`src/rtl/impact_sram_pkg.sv`:
```
// Shared types and timing defaults for the IMPACT SRAM access sequencer.
// State encoding, default phase lengths and data width.
package impact_sram_pkg;

  typedef enum logic [2:0] {
    IDLE,
    PRECHARGE,
    SETUP,
    WORDLINE,
    SENSE,
    RESP,
    RECOVER
  } state_t;

  localparam int DEF_PRECHARGE_CYC = 2;
  localparam int DEF_WL_CYC        = 2;
  localparam int DEF_SENSE_CYC     = 1;
  localparam int DEF_DATA_W        = 8;

  function automatic int max3(int a, int b, int c);
    int m;
    m = (a > b) ? a : b;
    return (m > c) ? m : c;
  endfunction

endpackage

```
`src/rtl/impact_sram_access_sequencer_timer.sv`:
```
// Loadable down-counter shared by every timed phase of the sequencer.
// done is high whenever the count has reached zero.
module impact_phase_timer #(
  parameter int W = 2
) (
  input  logic         clk,
  input  logic         rst,
  input  logic         load,
  input  logic [W-1:0] load_val,
  output logic         done
);

  logic [W-1:0] cnt;

  always_ff @(posedge clk) begin
    if (rst) begin
      cnt <= '0;
    end else if (load) begin
      cnt <= load_val;
    end else if (cnt != '0) begin
      cnt <= cnt - 1'b1;
    end
  end

  assign done = (cnt == '0);

endmodule

```
`src/rtl/impact_sram_access_sequencer.sv`:
```
// Sequences single-word read/write commands into timed SRAM strobes
// and returns captured read data over a valid/ready response port.
module impact_sram_access_sequencer
  import impact_sram_pkg::*;
#(
  parameter int PRECHARGE_CYC = DEF_PRECHARGE_CYC,
  parameter int WL_CYC        = DEF_WL_CYC,
  parameter int SENSE_CYC     = DEF_SENSE_CYC,
  parameter int DATA_W        = DEF_DATA_W
) (
  input  logic              clk,
  input  logic              rst,
  input  logic              cmd_valid,
  output logic              cmd_ready,
  input  logic              cmd_write,
  input  logic [1:0]        cmd_byte_sel,
  input  logic [1:0]        cmd_proj_sel,
  input  logic [DATA_W-1:0] cmd_wdata,
  output logic              rsp_valid,
  input  logic              rsp_ready,
  output logic [DATA_W-1:0] rsp_rdata,
  output logic              sram_precharge,
  output logic              sram_wl_enable,
  output logic              sram_data_in_enable,
  output logic              sram_write_enable,
  output logic              sram_read_enable,
  output logic [1:0]        sram_byte_select,
  output logic [1:0]        sram_proj_select,
  output logic [DATA_W-1:0] sram_data_in,
  input  logic [DATA_W-1:0] sram_data_out,
  output logic              busy
);

  localparam int CW =
    $clog2(max3(PRECHARGE_CYC, WL_CYC, SENSE_CYC) + 1);
  localparam logic [CW-1:0] PRE_LD = CW'(PRECHARGE_CYC - 1);
  localparam logic [CW-1:0] WL_LD  = CW'(WL_CYC - 1);
  localparam logic [CW-1:0] SEN_LD = CW'(SENSE_CYC - 1);

  generate
    if (PRECHARGE_CYC < 1 || WL_CYC < 1 || SENSE_CYC < 1) begin : g_bad
      $error("impact_sram_access_sequencer: phase length must be >= 1");
    end
  endgenerate

  state_t        state;
  logic          wr_q;
  logic          tmr_load;
  logic [CW-1:0] tmr_val;
  logic          tmr_done;

  impact_phase_timer #(.W(CW)) u_timer (
    .clk      (clk),
    .rst      (rst),
    .load     (tmr_load),
    .load_val (tmr_val),
    .done     (tmr_done)
  );

  // Timer is loaded on the edge that enters each timed phase.
  always_comb begin
    tmr_load = 1'b0;
    tmr_val  = '0;
    unique case (state)
      IDLE: begin
        tmr_load = cmd_valid;
        tmr_val  = PRE_LD;
      end
      SETUP: begin
        tmr_load = 1'b1;
        tmr_val  = WL_LD;
      end
      WORDLINE: begin
        tmr_load = tmr_done && !wr_q;
        tmr_val  = SEN_LD;
      end
      default: ;
    endcase
  end

  assign cmd_ready = (state == IDLE);
  assign busy      = (state != IDLE);

  always_ff @(posedge clk) begin
    if (rst) begin
      state               <= IDLE;
      wr_q                <= 1'b0;
      sram_precharge      <= 1'b0;
      sram_wl_enable      <= 1'b0;
      sram_data_in_enable <= 1'b0;
      sram_write_enable   <= 1'b0;
      sram_read_enable    <= 1'b0;
      sram_byte_select    <= '0;
      sram_proj_select    <= '0;
      sram_data_in        <= '0;
      rsp_valid           <= 1'b0;
      rsp_rdata           <= '0;
    end else begin
      unique case (state)
        IDLE: begin
          if (cmd_valid) begin
            wr_q             <= cmd_write;
            sram_byte_select <= cmd_byte_sel;
            sram_proj_select <= cmd_proj_sel;
            sram_data_in     <= cmd_wdata;
            sram_precharge   <= 1'b1;
            state            <= PRECHARGE;
          end
        end
        PRECHARGE: begin
          if (tmr_done) begin
            sram_precharge      <= 1'b0;
            sram_data_in_enable <= wr_q;
            state               <= SETUP;
          end
        end
        SETUP: begin
          sram_wl_enable    <= 1'b1;
          sram_write_enable <= wr_q;
          sram_read_enable  <= !wr_q;
          state             <= WORDLINE;
        end
        WORDLINE: begin
          if (tmr_done) begin
            sram_wl_enable      <= 1'b0;
            sram_write_enable   <= 1'b0;
            sram_data_in_enable <= 1'b0;
            state               <= wr_q ? RECOVER : SENSE;
          end
        end
        SENSE: begin
          if (tmr_done) begin
            sram_read_enable <= 1'b0;
            rsp_rdata        <= sram_data_out;
            rsp_valid        <= 1'b1;
            state            <= RESP;
          end
        end
        RESP: begin
          if (rsp_ready) begin
            rsp_valid <= 1'b0;
            state     <= IDLE;
          end
        end
        RECOVER: state <= IDLE;
        default: state <= IDLE;
      endcase
    end
  end

endmodule

```
`config.mk`:
```
export PLATFORM = sky130hd
export DESIGN_NAME = impact_sram_access_sequencer
export DESIGN_NICKNAME = d
export VERILOG_FILES = /design/src/rtl/impact_sram_pkg.sv /design/src/rtl/impact_sram_access_sequencer_timer.sv /design/src/rtl/impact_sram_access_sequencer.sv
export SDC_FILE = /design/constraint.sdc
export NUM_CORES = 1
export LEC_CHECK = 0
export BUFFER_PORTS_ARGS = -buffer_cell sky130_fd_sc_hd__buf_2
export CAP_MARGIN = 15
export CORE_AREA = 2 2 76 78
export DETAILED_ROUTE_END_ITERATION = 10
export DIE_AREA = 0 0 78 80
export SLEW_MARGIN = 10
export SYNTH_ARGS = -nofsm -noshare
export SYNTH_HDL_FRONTEND = slang
export SYNTH_HIERARCHICAL = 1
export SYNTH_SLANG_ARGS = --single-unit
```
`constraint.sdc`:
```
create_clock -name clk -period 2 [get_ports clk]
set_clock_uncertainty 0.2 [all_clocks]
set_input_delay 0.2 -clock clk [delete_from_list [all_inputs] [get_ports clk]]
set_output_delay 0.2 -clock clk [all_outputs]
set_load 0.005 [all_outputs]
```
Yosys cells after proc, flatten, opt, wreduce, memory -nomap -nowiden
Cells that the tools add are included.
{"block": "op_classes", "add_sub_neg": 1, "eq_ne": 10, "n_reduce_logical": 21, "n_mux": 22}
{"operator": "$pmux 3 s6", "count": 1}
{"operator": "$mux 3", "count": 5}
{"operator": "$reduce_bool 2->1", "count": 7}
{"operator": "$pmux 1 s2", "count": 6}
{"operator": "$ne 2x2->1 const B", "count": 5}
{"operator": "$reduce_and 3->1", "count": 3}
{"operator": "$reduce_and 2->1", "count": 4}
{"operator": "$eq 3x2->1 const B", "count": 2}
{"operator": "$eq 3x3->1 const B", "count": 2}
{"operator": "$mux 1", "count": 6}
{"operator": "$mux 2", "count": 3}
{"operator": "$reduce_and 5->1", "count": 1}
{"operator": "$eq 3x1->1 const B", "count": 1}
{"operator": "$logic_not 3->1", "count": 1}
{"operator": "$pmux 1 s3", "count": 1}
{"operator": "$reduce_bool 3->1", "count": 1}
{"operator": "$logic_not 2->1", "count": 1}
{"operator": "$reduce_or 2->1", "count": 1}
{"operator": "$sub 2x1->2 const B", "count": 1}
{"operator": "$logic_and 1x1->1", "count": 1}
{"operator": "$logic_not 1->1", "count": 1}
{"block": "totals", "out_inout_bits": 28, "input_bits": 25, "wordCells": 67, "ff_bits": 32}

Depth between registers and ports, before layout
{"block": "depth", "depth_word": 4, "depth_mapped": 7, "mapped_depth_nobuf": 7}

By module
Netlist, hierarchy kept.
{"module": "impact_sram_access_sequencer", "cells_each": 151, "n_inst": 1, "seq_area_each_um2": 600.6, "area_each_um2": 1207.4}
{"module": "impact_phase_timer", "cells_each": 12, "n_inst": 1, "seq_area_each_um2": 40.0, "area_each_um2": 121.4}

Worst setup path after synthesis
OpenSTA, ideal clock, no wires.
{"block": "synth_path", "path_type": "reg2reg", "startpoint": "register u_timer.cnt[0]", "endpoint": "register sram_read_enable", "setup_slack_ns": 0.150, "setup_ns": 0.101, "t_arrival_ns": 1.549, "n_path_buf": 1, "synth_period_minus_slack_ns": 1.850, "required_time_ns": 1.699, "path_stages_with_launch": 7, "cell_sequence": "dfxtp_1 inv_1 ha_1 nor4bb_1 clkbuf_1 or4b_1 o41ai_1"}
{"block": "synth_via", "elab_chain_cells": 3}
{"element": "start, declared", "line": "impact_sram_access_sequencer_timer.sv:13", "text": "logic [W-1:0] cnt;"}
{"element": "start signal, assigned", "line": "impact_sram_access_sequencer_timer.sv:19", "text": "cnt <= load_val;"}
{"element": "start signal, assigned", "line": "impact_sram_access_sequencer_timer.sv:21", "text": "cnt <= cnt - 1'b1;"}
{"element": "$logic_not 2->1", "line": "impact_sram_access_sequencer_timer.sv:25", "text": "assign done = (cnt == '0);"}
{"element": "named net tmr_done", "line": "impact_sram_access_sequencer.sv:50", "text": "logic tmr_done;"}
{"element": "$ne 2x2->1 (no line)"}
{"element": "$reduce_and 2->1 (no line)"}
{"element": "end signal, assigned", "line": "impact_sram_access_sequencer.sv:120", "text": "sram_read_enable <= !wr_q;"}
{"element": "end, declared", "line": "impact_sram_access_sequencer.sv:26", "text": "output logic sram_read_enable,"}
The timed path passes the listed nets, and every way through them passes these cells.
A chain may end at the register's enable or synchronous reset.

Final worst setup path
Ends and elaborated chain as after synthesis.

==> results.tsv <==
stage	metric	value	unit
floorplan	ios	53	
layout	final_common_cell	buf_2	
layout	nFillCells	565	
yosys	yosys_register_bits	32	
drt	viasPerCell	4.328	
drt	routedWlPerCell	10.88	µm
power_and_ir_drop	power_frac_seq	40.2	%
floorplan	dieWidth	78	µm
grt	track_usage	11.82	%
timing	hold_viol_final	0	
power_and_ir_drop	p_int	1388	µW
hold_path	hold-path-cell-count	2	
power_and_ir_drop	peakVddDrop	0.4585	mV
clock_tree	tritoncts	built	
floorplan	core_area	5405	µm²
worst_setup_path	ff2ff_path_depth	5	
worst_setup_path	rr_startpoint	u_timer/cnt[0]	
grt	grt_max_degree	27	
layout	fin_area	1997	µm²
worst_setup_path	r2r_end	sram_read_enable	
yosys	ys.flop_type	dfxtp_1	
floorplan	die_y	80	µm
worst_setup_path	cp.arrival	1.81	ns
power_and_ir_drop	power.switching	614.7	µW
grt	grt_pass1_vias	1283	
floorplan	rows	27	
drt	dr.pass1.iters	4	
timing	setup_viol_count_final	0	
power_and_ir_drop	switching_share	30.69	%
timing	fin_crit	1.839	ns
floorplan	start_util	24.58	%
timing	fmax	543.7	MHz
timing	post-route-period-util	91.96	%
yosys	synth_area_per_cell	8.152	µm²
placed_design	gp_congestion	0.7107	
grt	grt-ovfl-total	0	
clock_tree	clkSinkCount	32	
clock_tree	clk_pin_slew_worst_paths	0.07	ns
placed_design	dpl_cell_area	1679	µm²
yosys	synth_fp_nets	189	
worst_setup_path	cp_cell_sequence	inv_1, ha_1, nor4bb_2, or4b_1, o41ai_1	
layout	insertedDiodeCount	0	
timing	rsz0062_at_grt	no	
layout	postLayoutCoreUtil	36.94	%
worst_setup_path	cp_max_fo	12	
drt	drc_errors	0	
clock_tree	cts_inserted_buffers	5	
grt	grt_pass1_wl	5775	µm
worst_setup_path	slowest_delay	0.51	ns
drt	finalWirelength	3384	µm
yosys	seq_area_frac_synth	48.21	%
worst_setup_path	worstSetupPathType	reg2reg	
outcome	outcome	finished clean	
placed_design	dp_cells	282	
worst_setup_path	r2r_slack	0.16	ns
yosys	yosysWarnings	6	
worst_setup_path	startpoint_type	flip-flop	
layout	final_cell_mix	buf_2, nand2_1, dfxtp_1	
clock_tree	post_cts_buffers	0	
hold_path	hp-class	in2reg	
layout	layout.cells.non_filler	311	
clock_tree	cts_resized	0	
worst_setup_path	worstPathRequired	1.97	ns
clock_tree	clk_latency	0.28	ns
layout	fin_nets	264	
grt	antenna_found_initial	0	
layout	drive_gt1_share	29.29	%
timing	tns	0	ns
yosys	syn_area	1329	µm²
job	maxCapViolCount	0	
timing	maxSlewViolCount	0	
yosys	ys_types	31	
clock_tree	clockBufferDepth	2	
drt	vias	1346	
power_and_ir_drop	power_density	1003	nW/µm²
drt	dr.first_iter.drc_count	55	
worst_setup_path	crit_slowest_cell	or4b_1	
placed_design	portBuffers	52	
yosys	synth_edf_count	0	
layout	area_growth	50.28	%
hold_path	min_to	sram_data_in_enable	
worst_setup_path	end_kind	flip-flop	
power_and_ir_drop	combPwrFrac	29.6	%
power_and_ir_drop	power_frac_clock	30.2	%
clock_tree	htree_levels	2	
floorplan	dieArea	6240	µm²
clock_tree	cts_root_buf	clkbuf_8	
hold_path	min_from	rst	
clock_tree	hold_buffers	21	
power_and_ir_drop	power.leakage	0.0008629	µW
yosys	netlist_instances	163	
yosys	async_flop_share	0	%
drt	ant_nets	0	
placed_design	dp_hpwl	2258	µm
power_and_ir_drop	p_total	2003	µW
-- critical path: cells and delay by family, from the launching register on --
family / cells / cell delay (ns)
AOI/OAI and AO/OA: 1 / 0.08
adders and majority gates: 1 / 0.33
and+or+nand+nor: 2 / 0.75
DFF: 1 / 0.34
buffers and inverters: 1 / 0.05
-- worst max path at each step --
stage,startpoint,cells past startpoint,endpoint,slack [ns]
after CTS,u_timer/cnt[0],5,sram_read_enable,0.16
after floorplan,u_timer/cnt[0],6,sram_read_enable,0.15
final,u_timer/cnt[0],5,sram_read_enable,0.16
after global placement,u_timer/cnt[0],5,sram_read_enable,0.18
after global routing,u_timer/cnt[0],7,u_timer/cnt[0],0.01
after detailed placement,u_timer/cnt[0],5,sram_read_enable,0.17
-- cell type report --
| cell class | count | area, µm² | area share (%) |
|---|---|---|---|
| tap | 72 | 90.09 | 4.511 |
| timing repair buffer | 80 | 523.0 | 26.19 |
| multi-input combinational | 114 | 616.8 | 30.89 |
| clock buffer | 6 | 72.57 | 3.634 |
| inverter | 5 | 18.77 | 0.9398 |
| sequential | 32 | 640.6 | 32.08 |
| clock inverter | 2 | 35.03 | 1.754 |
-- power groups by stage --
stage,Sequential (µW),Combinational (µW),Clock [µW]
floorplan,801,384,0
global placement,820,562,0
detailed placement,820,569,0
CTS,806,602,632
global route,823,678,663
finish,806,593,604
-- kinds of logic after synthesis --
logic type	after synthesis	share of synthesized area [%]
DFF	32	48.21
xor gates and xnor gates	1	0.6593
adders and majority gates	1	0.9415
AOI/OAI and AO/OA	42	18.08
and+or+nand+nor	69	25.99
buffers and inverters	17	5.838
other	1	0.2822
-- registers in the layout, summed over array words and instances, names as in the netlist --
| name | cells |
|---|---|
| rsp_rdata | 8 |
| sram_data_in | 8 |
| state | 3 |
| sram_byte_select | 2 |
| sram_proj_select | 2 |
| u_timer/cnt | 2 |
| rsp_valid | 1 |
| sram_data_in_enable | 1 |
| sram_precharge | 1 |
| sram_read_enable | 1 |
| sram_wl_enable | 1 |
| sram_write_enable | 1 |
| wr_q | 1 |
-- cell usage after synthesis, types with 2 or more instances --
| master | number | share of area [%] |
|---|---|---|
| o31ai_1 | 2 | 1.1 |
| or4b_1 | 3 | 2.3 |
| nor2b_1 | 3 | 1.4 |
| nand3b_1 | 4 | 2.3 |
| nor2_1 | 3 | 0.85 |
| o21ai_0 | 4 | 1.5 |
| nand2_1 | 47 | 13 |
| dfxtp_1 | 32 | 48 |
| a21oi_1 | 31 | 12 |
| buf_2 | 2 | 0.75 |
| clkbuf_1 | 8 | 2.3 |
| inv_1 | 5 | 1.4 |
-- metal layers --
metal  GRT usage (%)  routed length (µm)  up-vias
met4           5.439                  51        0
li1                -                   -      699
met5               0                   0        -
met1           13.68                1555      602
met3           3.733                 173        7
met2           19.91                1604       38
-- through the flow --
stage	worst slack (ns)	hold WS, ns
6_report	0.1608	0.03008
5_1_grt	0.01359	0.03231
4_1_cts	0.1638	0.01735
3_5_place_dp	0.1749	0.2443
3_3_place_gp	0.1818	0.2386
2_1_floorplan	0.1498	0.1019
No activity file was read; power rests on OpenSTA's default activity.
